--- src/rtl/cpu_ctrl_fsm_pkg.sv ---
// cpu_pkg: shared definitions for the instruction-cycle controller.
//   OPC_W    : opcode width (IR[15:13])
//   HLT..JMP : opcode values
//   state_e  : one-hot controller state encoding (IDLE, S0..S7, HALT)
//   is_alu   : true for opcodes that read memory into the ALU path
package cpu_pkg;

  localparam int unsigned OPC_W = 3;

  localparam logic [OPC_W-1:0] HLT = OPC_W'(0);
  localparam logic [OPC_W-1:0] SKZ = OPC_W'(1);
  localparam logic [OPC_W-1:0] ADD = OPC_W'(2);
  localparam logic [OPC_W-1:0] AND = OPC_W'(3);
  localparam logic [OPC_W-1:0] XOR = OPC_W'(4);
  localparam logic [OPC_W-1:0] LDA = OPC_W'(5);
  localparam logic [OPC_W-1:0] STO = OPC_W'(6);
  localparam logic [OPC_W-1:0] JMP = OPC_W'(7);

  typedef enum logic [9:0] {
    IDLE = 10'b00_0000_0001,
    S0   = 10'b00_0000_0010,
    S1   = 10'b00_0000_0100,
    S2   = 10'b00_0000_1000,
    S3   = 10'b00_0001_0000,
    S4   = 10'b00_0010_0000,
    S5   = 10'b00_0100_0000,
    S6   = 10'b00_1000_0000,
    S7   = 10'b01_0000_0000,
    HALT = 10'b10_0000_0000
  } state_e;

  function automatic logic is_alu(input logic [OPC_W-1:0] opc);
    return (opc == ADD) || (opc == AND) || (opc == XOR) || (opc == LDA);
  endfunction

endpackage

--- src/rtl/cpu_ctrl_fsm_if.sv ---
// cpu_ctrl_fsm_if: controller <-> datapath signal bundle.
//   fetch, opcode, zero        : status into the controller
//   inc_pc, load_pc, load_ir,
//   load_acc, rd, wr,
//   datactl_ena, halt          : datapath enables out of the controller
// Modports: master = controller side, slave = datapath/clock-gen side.
interface cpu_ctrl_fsm_if #(
  parameter int unsigned OPC_W = 3
);
  logic             fetch;
  logic [OPC_W-1:0] opcode;
  logic             zero;
  logic             inc_pc;
  logic             load_pc;
  logic             load_ir;
  logic             load_acc;
  logic             rd;
  logic             wr;
  logic             datactl_ena;
  logic             halt;

  modport master (
    input  fetch, opcode, zero,
    output inc_pc, load_pc, load_ir, load_acc, rd, wr, datactl_ena, halt
  );

  modport slave (
    output fetch, opcode, zero,
    input  inc_pc, load_pc, load_ir, load_acc, rd, wr, datactl_ena, halt
  );
endinterface

--- src/rtl/cpu_ctrl_fsm_fetch_edge_det.sv ---
// fetch_edge_det: registered rising-edge detector for the fetch strobe.
//   clk, rst : clock, synchronous active-high reset
//   fetch    : fetch strobe from the clock generator
//   rise     : fetch & ~fetch_q (combinational, same cycle as the rise)
module fetch_edge_det (
  input  logic clk,
  input  logic rst,
  input  logic fetch,
  output logic rise
);

  logic fetch_q;
  logic fetch_d;

  always_comb begin
    fetch_d = fetch;
  end

  always_ff @(posedge clk) begin
    if (rst) begin
      fetch_q <= 1'b0;
    end else begin
      fetch_q <= fetch_d;
    end
  end

  assign rise = fetch & ~fetch_q;

endmodule

--- src/rtl/cpu_ctrl_fsm.sv ---
// cpu_ctrl_fsm: 8-clock instruction-cycle controller.
//   clk, rst : clock, synchronous active-high reset
//   bus      : cpu_ctrl_fsm_if.master (fetch/opcode/zero in, enables out)
// Optional build macro: CTRL_RESYNC_EN -- when defined, S7 only continues
// to S0 if a fetch rise is seen; otherwise it drops to IDLE to realign.
module cpu_ctrl_fsm
  import cpu_pkg::*;
#(
  parameter int unsigned OPC_W = cpu_pkg::OPC_W
) (
  input  logic           clk,
  input  logic           rst,
  cpu_ctrl_fsm_if.master bus
);

  state_e           state_q;
  state_e           state_d;
  logic             fetch_rise;
  logic [OPC_W-1:0] opc;
  logic             zero;

  logic inc_pc, load_pc, load_ir, load_acc, rd, wr, datactl_ena, halt;

  assign opc  = bus.opcode;
  assign zero = bus.zero;

  fetch_edge_det u_fetch_edge_det (
    .clk   (clk),
    .rst   (rst),
    .fetch (bus.fetch),
    .rise  (fetch_rise)
  );

  always_ff @(posedge clk) begin
    if (rst) begin
      state_q <= IDLE;
    end else begin
      state_q <= state_d;
    end
  end

  always_comb begin
    state_d = state_q;
    case (state_q)
      IDLE: state_d = fetch_rise ? S0 : IDLE;
      S0:   state_d = S1;
      S1:   state_d = S2;
      S2:   state_d = S3;
      S3:   state_d = (opc == HLT) ? HALT : S4;
      S4:   state_d = S5;
      S5:   state_d = S6;
      S6:   state_d = S7;
`ifdef CTRL_RESYNC_EN
      // A missing rise at S7 means the clock generator period slipped;
      // wait in IDLE for the next rise rather than run misaligned.
      S7:   state_d = fetch_rise ? S0 : IDLE;
`else
      S7:   state_d = S0;
`endif
      HALT: state_d = HALT;
      // Non-one-hot encodings are recovered to IDLE.
      default: state_d = IDLE;
    endcase
  end

  always_comb begin
    inc_pc      = 1'b0;
    load_pc     = 1'b0;
    load_ir     = 1'b0;
    load_acc    = 1'b0;
    rd          = 1'b0;
    wr          = 1'b0;
    datactl_ena = 1'b0;
    halt        = 1'b0;
    case (state_q)
      S0: begin
        rd      = 1'b1;
        load_ir = 1'b1;
      end
      S1: begin
        rd      = 1'b1;
        load_ir = 1'b1;
        inc_pc  = 1'b1;
      end
      S3: inc_pc = (opc != HLT);
      S4: begin
        if (is_alu(opc)) rd          = 1'b1;
        if (opc == JMP)  load_pc     = 1'b1;
        if (opc == STO)  datactl_ena = 1'b1;
      end
      S5: begin
        if (is_alu(opc)) begin
          rd       = 1'b1;
          load_acc = 1'b1;
        end
        if (opc == JMP)          load_pc     = 1'b1;
        if (opc == STO)          datactl_ena = 1'b1;
        if ((opc == SKZ) && zero) inc_pc     = 1'b1;
      end
      S6: begin
        if (opc == STO) begin
          wr          = 1'b1;
          datactl_ena = 1'b1;
        end
        if ((opc == SKZ) && zero) inc_pc = 1'b1;
      end
      S7: begin
        if (opc == STO) datactl_ena = 1'b1;
      end
      HALT: halt = 1'b1;
      default: ;
    endcase
  end

  assign bus.inc_pc      = inc_pc;
  assign bus.load_pc     = load_pc;
  assign bus.load_ir     = load_ir;
  assign bus.load_acc    = load_acc;
  assign bus.rd          = rd;
  assign bus.wr          = wr;
  assign bus.datactl_ena = datactl_ena;
  assign bus.halt        = halt;

endmodule

--- src/flat_wrapper.sv ---
// flat-port wrapper written by rule: the top's interface ports become plain ports
module cpu_ctrl_fsm_flat import cpu_pkg::*;
#(
  parameter int unsigned OPC_W = cpu_pkg::OPC_W
)
  (clk, rst, bus_fetch, bus_opcode, bus_zero, bus_inc_pc, bus_load_pc, bus_load_ir, bus_load_acc, bus_rd, bus_wr, bus_datactl_ena, bus_halt);
  cpu_ctrl_fsm_if #(.OPC_W(OPC_W)) bus_i ();
  input  logic clk;
  input  logic rst;
  input wire logic [$bits(bus_i.fetch)-1:0] bus_fetch;
  input wire logic [$bits(bus_i.opcode)-1:0] bus_opcode;
  input wire logic [$bits(bus_i.zero)-1:0] bus_zero;
  output wire logic [$bits(bus_i.inc_pc)-1:0] bus_inc_pc;
  output wire logic [$bits(bus_i.load_pc)-1:0] bus_load_pc;
  output wire logic [$bits(bus_i.load_ir)-1:0] bus_load_ir;
  output wire logic [$bits(bus_i.load_acc)-1:0] bus_load_acc;
  output wire logic [$bits(bus_i.rd)-1:0] bus_rd;
  output wire logic [$bits(bus_i.wr)-1:0] bus_wr;
  output wire logic [$bits(bus_i.datactl_ena)-1:0] bus_datactl_ena;
  output wire logic [$bits(bus_i.halt)-1:0] bus_halt;
  assign bus_i.fetch = bus_fetch;
  assign bus_i.opcode = bus_opcode;
  assign bus_i.zero = bus_zero;
  assign bus_inc_pc = bus_i.inc_pc;
  assign bus_load_pc = bus_i.load_pc;
  assign bus_load_ir = bus_i.load_ir;
  assign bus_load_acc = bus_i.load_acc;
  assign bus_rd = bus_i.rd;
  assign bus_wr = bus_i.wr;
  assign bus_datactl_ena = bus_i.datactl_ena;
  assign bus_halt = bus_i.halt;
  cpu_ctrl_fsm #(.OPC_W(OPC_W)) u_core (.clk(clk), .rst(rst), .bus(bus_i));
endmodule
--- config.mk ---
export PLATFORM = sky130hd
export DESIGN_NAME = cpu_ctrl_fsm_flat
export DESIGN_NICKNAME = d
export VERILOG_FILES = /design/src/rtl/cpu_ctrl_fsm_pkg.sv /design/src/rtl/cpu_ctrl_fsm_if.sv /design/src/rtl/cpu_ctrl_fsm_fetch_edge_det.sv /design/src/rtl/cpu_ctrl_fsm.sv /design/src/flat_wrapper.sv
export SDC_FILE = /design/constraint.sdc
export NUM_CORES = 1
export LEC_CHECK = 0
export CAP_MARGIN = 20
export CORE_UTILIZATION = 43
export CTS_BUF_LIST = sky130_fd_sc_hd__clkbuf_8
export DETAILED_ROUTE_END_ITERATION = 6
export GPL_ROUTABILITY_DRIVEN = 0
export MAX_ROUTING_LAYER = met4
export PLACE_DENSITY = 0.77
export SETUP_SLACK_MARGIN = 0.02
export SLEW_MARGIN = 20
export SYNTH_ARGS = -nofsm -noshare
export SYNTH_HDL_FRONTEND = slang
export SYNTH_SLANG_ARGS = --single-unit
--- constraint.sdc ---
create_clock -name clk -period 2.2 [get_ports clk]
set_input_delay 0.22 -clock clk [delete_from_list [all_inputs] [get_ports clk]]
set_output_delay 0.22 -clock clk [all_outputs]
set_load 0.01 [all_outputs]
==> impl_metrics.env, run 1 <==
export IMPL_maxSlewHeadroom_pct=71.5
export IMPL_place_inst=107
export IMPL_finalSetupViolations=0
export IMPL_clk_pin_slew_worst_paths_ns=0.05
export IMPL_die_area_sq_mm=0.00167
export IMPL_antenna_found_initial=0
export IMPL_drc_errors=0
export IMPL_crit_chain="buf_4 > nor4_4 > nand4b_1 > o21a_1 > o21bai_1 > dlygate4sd2_1"
export IMPL_fin_skew_ns=0.00627
export IMPL_final_antenna_net_count=0
export IMPL_comb_power_share_pct=18.3
export IMPL_clock_sink_count=11
export IMPL_area_growth_pct=55.8
export IMPL_cts_root_buffer_cell="clkbuf_8"
export IMPL_internal_power_w=0.000370
export IMPL_cts_buffers=3
export IMPL_die_w_um=40.8
export IMPL_ys_types=32
export IMPL_syn_inst=67
export IMPL_cp_startpoint="u_core.state_q[3]"
export IMPL_setup_tns_ns=0
export IMPL_synthTopCellsByArea="dfxtp_1 34%, nor4_2 7.7%, nor3_1 5.4%, nand4b_1 4.1%, xnor2_1 4.1%"
export IMPL_max_cap_violations=0
export IMPL_hold_violations=0
export IMPL_rows=13
export IMPL_grt_pass1_wl_um=3140
export IMPL_first_global_vias=649
export IMPL_drtIter0Drc=34
export IMPL_min_from="u_core.u_fetch_edge_det.fetch_q"
export IMPL_grt_setup_unrepaired="no"
export IMPL_critPathCaptureType="output port"
export IMPL_worst_r2r_startpoint="u_core.state_q[3]"
export IMPL_yosysMostFrequentCell="dfxtp_1"
export IMPL_cp_slowest_stage_delay_ns=0.32
export IMPL_port_buffers=14
export IMPL_p_per_area_mw_per_mm2=489
export IMPL_yosys_top_cells_count="11 x dfxtp_1, 7 x nor3_1, 4 x nand2b_1, 4 x nor4_2"
export IMPL_worst_ep_arrival_time_ns=1.91
export IMPL_synth_top_area_cell="dfxtp_1"
export IMPL_ys_ff_latch=11
export IMPL_first_pass_iters=4
export IMPL_syn_area_per_cell_sq_um=9.67
export IMPL_cts_tree="done"
export IMPL_clk_latency_ns=0.24
export IMPL_slew_viol_final=0
export IMPL_fp_dieH_um=40.8
export IMPL_vias=685
export IMPL_antenna_diode_count=0
export IMPL_cp_num_buf_inv=2
export IMPL_power_net_switching_w=0.000123
export IMPL_worst_pin_slew_ns=0.426
export IMPL_core_area_sq_mm=0.00135
export IMPL_status="completed"
export IMPL_pwr_share_seq_pct=42.0
export IMPL_leakagePower_nw=0.447
export IMPL_cpMaxStageDelayCell="dfxtp_1"
export IMPL_critPathKind="flop to output port"
export IMPL_syn_area_sq_um=648
export IMPL_vdd_ir_drop_max_v=0.000387
export IMPL_swShare_pct=25.0
export IMPL_clock_power_share_pct=39.6
export IMPL_synth_top_area_share_pct=34.0
export IMPL_cp_top_family="simple AND/OR/NAND/NOR gates"
export IMPL_wl_um=2100
export IMPL_syn_num_nets=74
export IMPL_ioPinCount=15
export IMPL_final_nets=108
export IMPL_initial_core_util_pct=48.0
export IMPL_grt_usage_pct=30.8
export IMPL_overflow=0
export IMPL_worstPathRequired_ns=1.98
export IMPL_wl_per_cell_um=18.2
export IMPL_n_fill_cell=97
export IMPL_start_kind="flop"
export IMPL_worst_path_max_fanout=5
export IMPL_hpwlAfterDp_um=1370
export IMPL_synth_edf_count=0
export IMPL_post_route_cells_drive_above_1_share_pct=37.0
export IMPL_async_reset_ff_share_pct=0
export IMPL_via_per_inst=5.96
export IMPL_ys_seq_area_share_pct=34.0
export IMPL_fin_crit_sh_pct=96.9
export IMPL_grt_max_degree=12
export IMPL_yosysWarningCount=0
export IMPL_htreeDepth=1
export IMPL_cts_buffer_depth=2
export IMPL_final_instance_count_excl_fill=115
export IMPL_period_minus_slack_ns=2.13
export IMPL_fmax_ghz=0.469
export IMPL_hold_path_class="flop to flop"
export IMPL_synth_main_ff_cell="dfxtp_1"
==> path summary, 6_finish.rpt <==
kind | endpoint | depth (start not counted) | slack [ns]
max | bus_rd | 6 | 0.07
min | u_core.state_q[0] | 3 | 0.55
max reg2reg | u_core.state_q[9] | 5 | 0.48
min reg2reg | u_core.state_q[0] | 3 | 0.55
==> flip-flops by register name (all words and copies together), names as in the netlist <==
name                             cells
u_core.u_fetch_edge_det.fetch_q      1
u_core.state_q                      10
==> cells by family after synthesis <==
| kind of cell | after synthesis | synth area share (%) |
|---|---|---|
| buffers and inverters | 3 | 2.32 |
| XOR/XNOR | 4 | 5.41 |
| AO/OA/AOI/OAI | 11 | 12.2 |
| flip-flops | 11 | 34.0 |
| AND/OR/NAND/NOR | 38 | 46.1 |
==> power by group through the flow <==
| stage | registers [W] | clock network (W) | logic [W] |
|---|---|---|---|
| finish | 0.000207 | 0.000196 | 0.0000904 |
| global route | 0.000208 | 0.000213 | 0.0000966 |
| CTS | 0.000207 | 0.000200 | 0.0000859 |
| detailed placement | 0.000211 | 0 | 0.0000791 |
| global placement | 0.000211 | 0 | 0.0000766 |
| floorplan | 0.000216 | 0 | 0.0000369 |
==> repair_timing <==
action	in CTS	in global routing
resized for setup	16	7
hold buffers	0	0
endpoints found under the setup margin	7	5
pin swaps	5	2
buffers inserted	3	1
==> tightest hold or removal path, delay by kind of cell, from the launching register on <==
kind | cells | cell delay (ns)
AO/OA/AOI/OAI | 2 | 0.13
AND/OR/NAND/NOR | 1 | 0.10
flip-flops | 1 | 0.30
==> area by class of cell <==
class | count | area (sq um) | share of cell area (%)
Inverter | 2 | 7.51 | 0.743
Clock buffer | 3 | 41.3 | 4.09
Multi-Input combinational cell | 53 | 457 | 45.2
Tap cell | 15 | 18.8 | 1.86
Sequential cell | 11 | 225 | 22.3
Clock inverter | 1 | 3.75 | 0.372
Timing Repair Buffer | 30 | 256 | 25.4
==> through the flow <==
stage | area (sq um) | util [%] | total power [W] | setup slack (ns) | hold slack, ns
4_1_cts | 998 | 74.0 | 0.000493 | 0.0215 | 0.565
2_1_floorplan | 648 | - | 0.000253 | 0.529 | 0.348
6_report | 1010 | 74.8 | 0.000493 | 0.0690 | 0.555
3_5_place_dp | 890 | 65.9 | 0.000291 | 0.0481 | 0.556
5_1_grt | 1010 | 74.8 | 0.000517 | 0.00822 | 0.595
3_3_place_gp | 890 | 65.9 | 0.000288 | 0.0901 | 0.541
==> cells in the final DEF (no fill, tap or decap), types with 2 or more instances in the layout <==
cell type and instances:
dfxtp_1 7, dlygate4sd2_1 3, dfxtp_2 4, a21oi_1 3, clkbuf_8 3, o41ai_1 2
inv_1 2, clkdlybuf4s50_1 7, nor4_4 4, nand2_2 2, nand2b_1 4, nor4_2 2
xnor2_1 3, nor2_1 3, nor3_1 7, dlymetal6s2s_1 2, nand4b_1 3, buf_4 16
==> routing by layer <==
metal	track usage (%)	part of all wire (%)	vias up
met4	5.00	1.5	0
li1	-	-	328
met3	9.78	5.7	4
met1	39.6	44	335
met2	47.7	49	18
met5	-	0	-
Power figures use the tool's default switching activity.
==> run 2, diff against run 1 <==
HOLD_SLACK_MARGIN = 0.1   (was unset)
==> results of run 2 <==
The final DEF is identical to that of run 1; final timing and power are the same.
==> RTL change 1 (config.mk and constraints of run 1) <==
Add a define of `CTRL_RESYNC_EN`.
--- a/src/rtl/cpu_ctrl_fsm.sv
+++ b/src/rtl/cpu_ctrl_fsm.sv
@@ -4,4 +4,6 @@
 // Optional build macro: CTRL_RESYNC_EN -- when defined, S7 only continues
 // to S0 if a fetch rise is seen; otherwise it drops to IDLE to realign.
+`define CTRL_RESYNC_EN
+
 module cpu_ctrl_fsm
   import cpu_pkg::*;
Check against the original RTL: not equivalent (a bounded check fails within 10 cycles, from zero or initial values and one cycle with rst high).
==> RTL change 1 against run 1 <==
Synthesized area rose by 8.3%. Worst setup slack got worse by 0.0061 ns. Power rose by 6.6%. Routed wire length rose by 1.6%. Sequential share of layout area fell by 1.7 points. Synthesized cell count rose by 30%. Sequential cell count did not move. Combinational power rose by 32%. Largest power group unchanged. Fmax fell by 0.29%. Design area rose by 6.1%. Die area rose by 7.9%. Count of clock-buffer cells in the layout did not move. Clock skew fell by 0.0045 ns. Largest cell class unchanged. Non-clock buffer count rose by 3.
==> RTL change 1: results (changes against run 1) <==
[metrics] run status: completed
[metrics] M2 GR Usage: 45.54% (-2.1 points)
[metrics] Routed WL: 2132 um (+1.6%)
[metrics] First DRT Iteration DRCs: 26 (-24%)
[metrics] multi-input gate share of total cell area: 49.53% (+4.3 points)
[metrics] Power Density: 491.3 nW/um^2 (+0.54%)
[metrics] pin count of the biggest net entering global routing: 11 (-1)
[metrics] clock tree skew after final layout: 0.001743 ns (-0.004524 ns)
[metrics] worst reg-to-reg setup slack: 0.44 ns (-0.04 ns)
[metrics] VDD IR max: 0.3967 mV (+2.6%)
[metrics] Crit. Startpoint: u_core.state_q[7]
[metrics] list of most frequent post-synthesis cells: 11 x dfxtp_1, 9 x nor2_1, 8 x nor3_1, 6 x o21ai_0, 4 x nand2_1
[metrics] setup slack at placement: -0.1683 ns (-0.2164 ns)
[metrics] instance count after placement with tap cells included: 131 (+22%)
[metrics] total number of vias: 828 (+21%)
[metrics] slew of the pin with the lowest slew margin: 0.5082 ns (+0.08222 ns)
[metrics] worst hold stages: 2 (-1)
[metrics] layout inverter count without the clock tree: 0 (-2)
[metrics] share of synthesized area occupied by flip-flops and latches: 31.37% (-2.6 points)
[metrics] Detailed Place HPWL: 1503 um (+9.9%)
[metrics] final hold slack: 0.5220 ns (-0.03282 ns)
[metrics] Overall Global Routing Usage: 27.29% (-3.5 points)
[metrics] number of placement rows: 14 (+1)
[metrics] grt met3 use: 4.310% (-5.5 points)
[metrics] Fill cells: 121 (+25%)
[metrics] first-pass GRT wire length: 3553 um (+13%)
[metrics] hold-critical path endpoint: u_core.state_q[1]
[metrics] cell count of the worst reg-to-reg path: 4 (-1)
[metrics] end of the worst register-to-register path: u_core.state_q[8]
[metrics] highest clock frequency the design can meet: 467.9 MHz (-0.29%)
[metrics] largest cells by area after synthesis: dfxtp_1 31%, nor3_1 5.7%, nor2_1 4.8%
[metrics] net count of the mapped netlist: 94 (+27%)
[metrics] wire length the detailed router placed on met1: 838 um (-9.5%)
[metrics] share of post-route cells with drive strength above 1: 39.50% (+2.5 points)
[metrics] count of buffers added by post-CTS timing repair for setup: 0 (-3)
[metrics] average wire per cell in the routed design: 15.79 um (-13%)
[metrics] Mapped Cells: 87 (+30%)
[metrics] reported leakage power: 0.0004406 uW (-1.4%)
[metrics] met2 wire length: 1078 um (+5.8%)
[metrics] via count of the first global-routing pass: 807 (+24%)
==> RTL change 1: cell count changes after synthesis, sizes merged, moves of 2 or more <==
cell    delta
and3       +3
and4b      -2
clkbuf     +3
nand3b     +2
nand4b     -4
nor2       +6
nor2b      +2
nor3       +2
nor4       -3
o21ai      +6
o41ai      -2
or4        +3
==> RTL change 1: cell families (layout without fill, tap and decap cells) <==
family	count (synthesis)	in the layout	synth area share (%)
xor+xnor	4	4	4.992
flops	11	11	31.37
simple gates	52	52	46.35
buf+inv	5	37	3.921
compound gates	15	15	13.37
==> RTL change 1: report_power, final <==
part | leakage [uW] | total (uW) | internal (uW) | switching (uW)
logic | 0.000324 | 119 | 60.4 | 59.1
clock network | 0.0000269 | 199 | 123 | 76.9
registers | 0.0000893 | 207 | 205 | 2.70
total | 0.000441 | 526 | 388 | 139
==> RTL change 1: worst max-delay path, cell delays in order, from the launching register on <==
cell and delay (ns):
dfxtp_1 0.31, or3_4 0.39, or4_4 0.52, nor3_4 0.19, o21bai_1 0.13, buf_2 0.14
==> RTL change 2 (config.mk and constraints of run 1) <==
Made on the original files. Reset style: asynchronous (`rst`), changed in 2 clocked blocks. Comments in the files are not updated.
--- a/src/rtl/cpu_ctrl_fsm_fetch_edge_det.sv
+++ b/src/rtl/cpu_ctrl_fsm_fetch_edge_det.sv
@@ -17,5 +17,5 @@
   end
 
-  always_ff @(posedge clk) begin
+  always_ff @(posedge clk or posedge rst) begin
     if (rst) begin
       fetch_q <= 1'b0;
--- a/src/rtl/cpu_ctrl_fsm.sv
+++ b/src/rtl/cpu_ctrl_fsm.sv
@@ -32,5 +32,5 @@
   );
 
-  always_ff @(posedge clk) begin
+  always_ff @(posedge clk or posedge rst) begin
     if (rst) begin
       state_q <= IDLE;
Formal check against the unedited RTL: differs if rst is asserted again (counterexample within 4 cycles, from zero or initial values and one cycle with rst high); with rst held inactive, the same outputs for 10 cycles.
==> RTL change 2 against run 1 <==
Worst setup slack worse by 0.19 ns. The run now ends with negative setup slack left. Routed wire length up 14%. Critical path type unchanged. Design area up 17%. Sequential cell count unchanged. Fmax down 8.1%. Largest cell class unchanged. Synthesized area up 8.9%. Die area up 8.4%. Via count up 18%.
Power is not compared: it rests on default switching activity, and its combinational part moved more than twofold at a synthesized area within 25%.
==> RTL change 2: results (changes against run 1) <==
[metrics] net count of the mapped netlist: 84 (+14%)
[metrics] wire length the detailed router placed on met1: 941 um (+1.6%)
[metrics] failing checks: negative setup slack
[metrics] list of most frequent post-synthesis cells: 10 x dfrtp_1, 5 x nand2_1, 5 x nor3b_1
[metrics] run status: complete, but fails checks
[metrics] routed wl met3: 118 um (-1.7%)
[metrics] slowest stage delay, CP: 0.52 ns (+0.20 ns)
[metrics] layout inverter count without the clock tree: 4 (+2)
[metrics] unique cell type count in the Yosys netlist: 31 (-3.1%)
[metrics] final standard cell count with taps included and fillers excluded: 138 (+20%)
[metrics] post-synthesis async set-or-reset flop share: 100.0% (+100 points)
[metrics] clock tree skew after final layout: 0.002207 ns (-0.004060 ns)
[metrics] first-pass GRT wire length: 3781 um (+20%)
[metrics] number of non-clock buffers: 46 (+53%)
[metrics] share of Yosys cell area claimed by the top area cell type: 35.46% (+1.5 points)
[metrics] Detailed Place HPWL: 1534 um (+12%)
[metrics] via count of the first global-routing pass: 826 (+27%)
[metrics] global-route met1 utilization: 31.62% (-8.0 points)
[metrics] met2 wire length: 1250 um (+23%)
[metrics] Placeable Area: 1524 sq um (+13%)
[metrics] slew of the pin with the lowest slew margin: 0.4266 ns (+0.0006680 ns)
[metrics] slowest stage cell, crit path: or4_4
[metrics] final worst-path setup slack: -0.1178 ns (-0.1868 ns)
[metrics] fraction of the mapped netlist area in compound gates: 14.01% (+1.8 points)
[metrics] Main synth FF type: dfrtp_1
[metrics] largest cells by area after synthesis: dfrtp_1 35%, nor3b_1 5.3%, dfstp_2 3.7%
[metrics] Fill cells: 110 (+13%)
[metrics] M2 GR Usage: 51.69% (+4.0 points)
[metrics] number of setup violations in the final report: 5 (+5)
[metrics] share of post-route cells with drive strength above 1: 48.36% (+11 points)
[metrics] path type of the worst min-delay path: in2async
-- RTL change 2: changes by cell type in the layout (fill, tap and decap cells not counted), sizes merged, moves of 4 or more --
cell	before	now
buf	16	39
nor3	7	2
nand2b	4	0
or3	1	5
dfxtp	11	0
o21ai	0	4
dfrtp	0	10
-- RTL change 2: power breakdown --
group | leakage, uW | internal [uW] | switching [uW]
Combinational | 0.000379 | 202 | 183
Sequential | 0.000147 | 226 | 9.46
Clock | 0.0000269 | 123 | 77.5
-- RTL change 2: path summary, 6_finish.rpt --
check	slack [ns]	end	cells past startpoint	start
max in group asynchronous	1.60	u_core.state_q[0]	2	rst
min in group clk	0.49	u_core.u_fetch_edge_det.fetch_q	1	bus_fetch
worst max-delay path	-0.12	bus_rd	5	u_core.state_q[1]
worst min-delay path	0.27	u_core.state_q[4]	2	rst
worst min register to register	0.59	u_core.state_q[5]	2	u_core.state_q[5]
worst max register to register	0.40	u_core.state_q[3]	5	u_core.state_q[8]
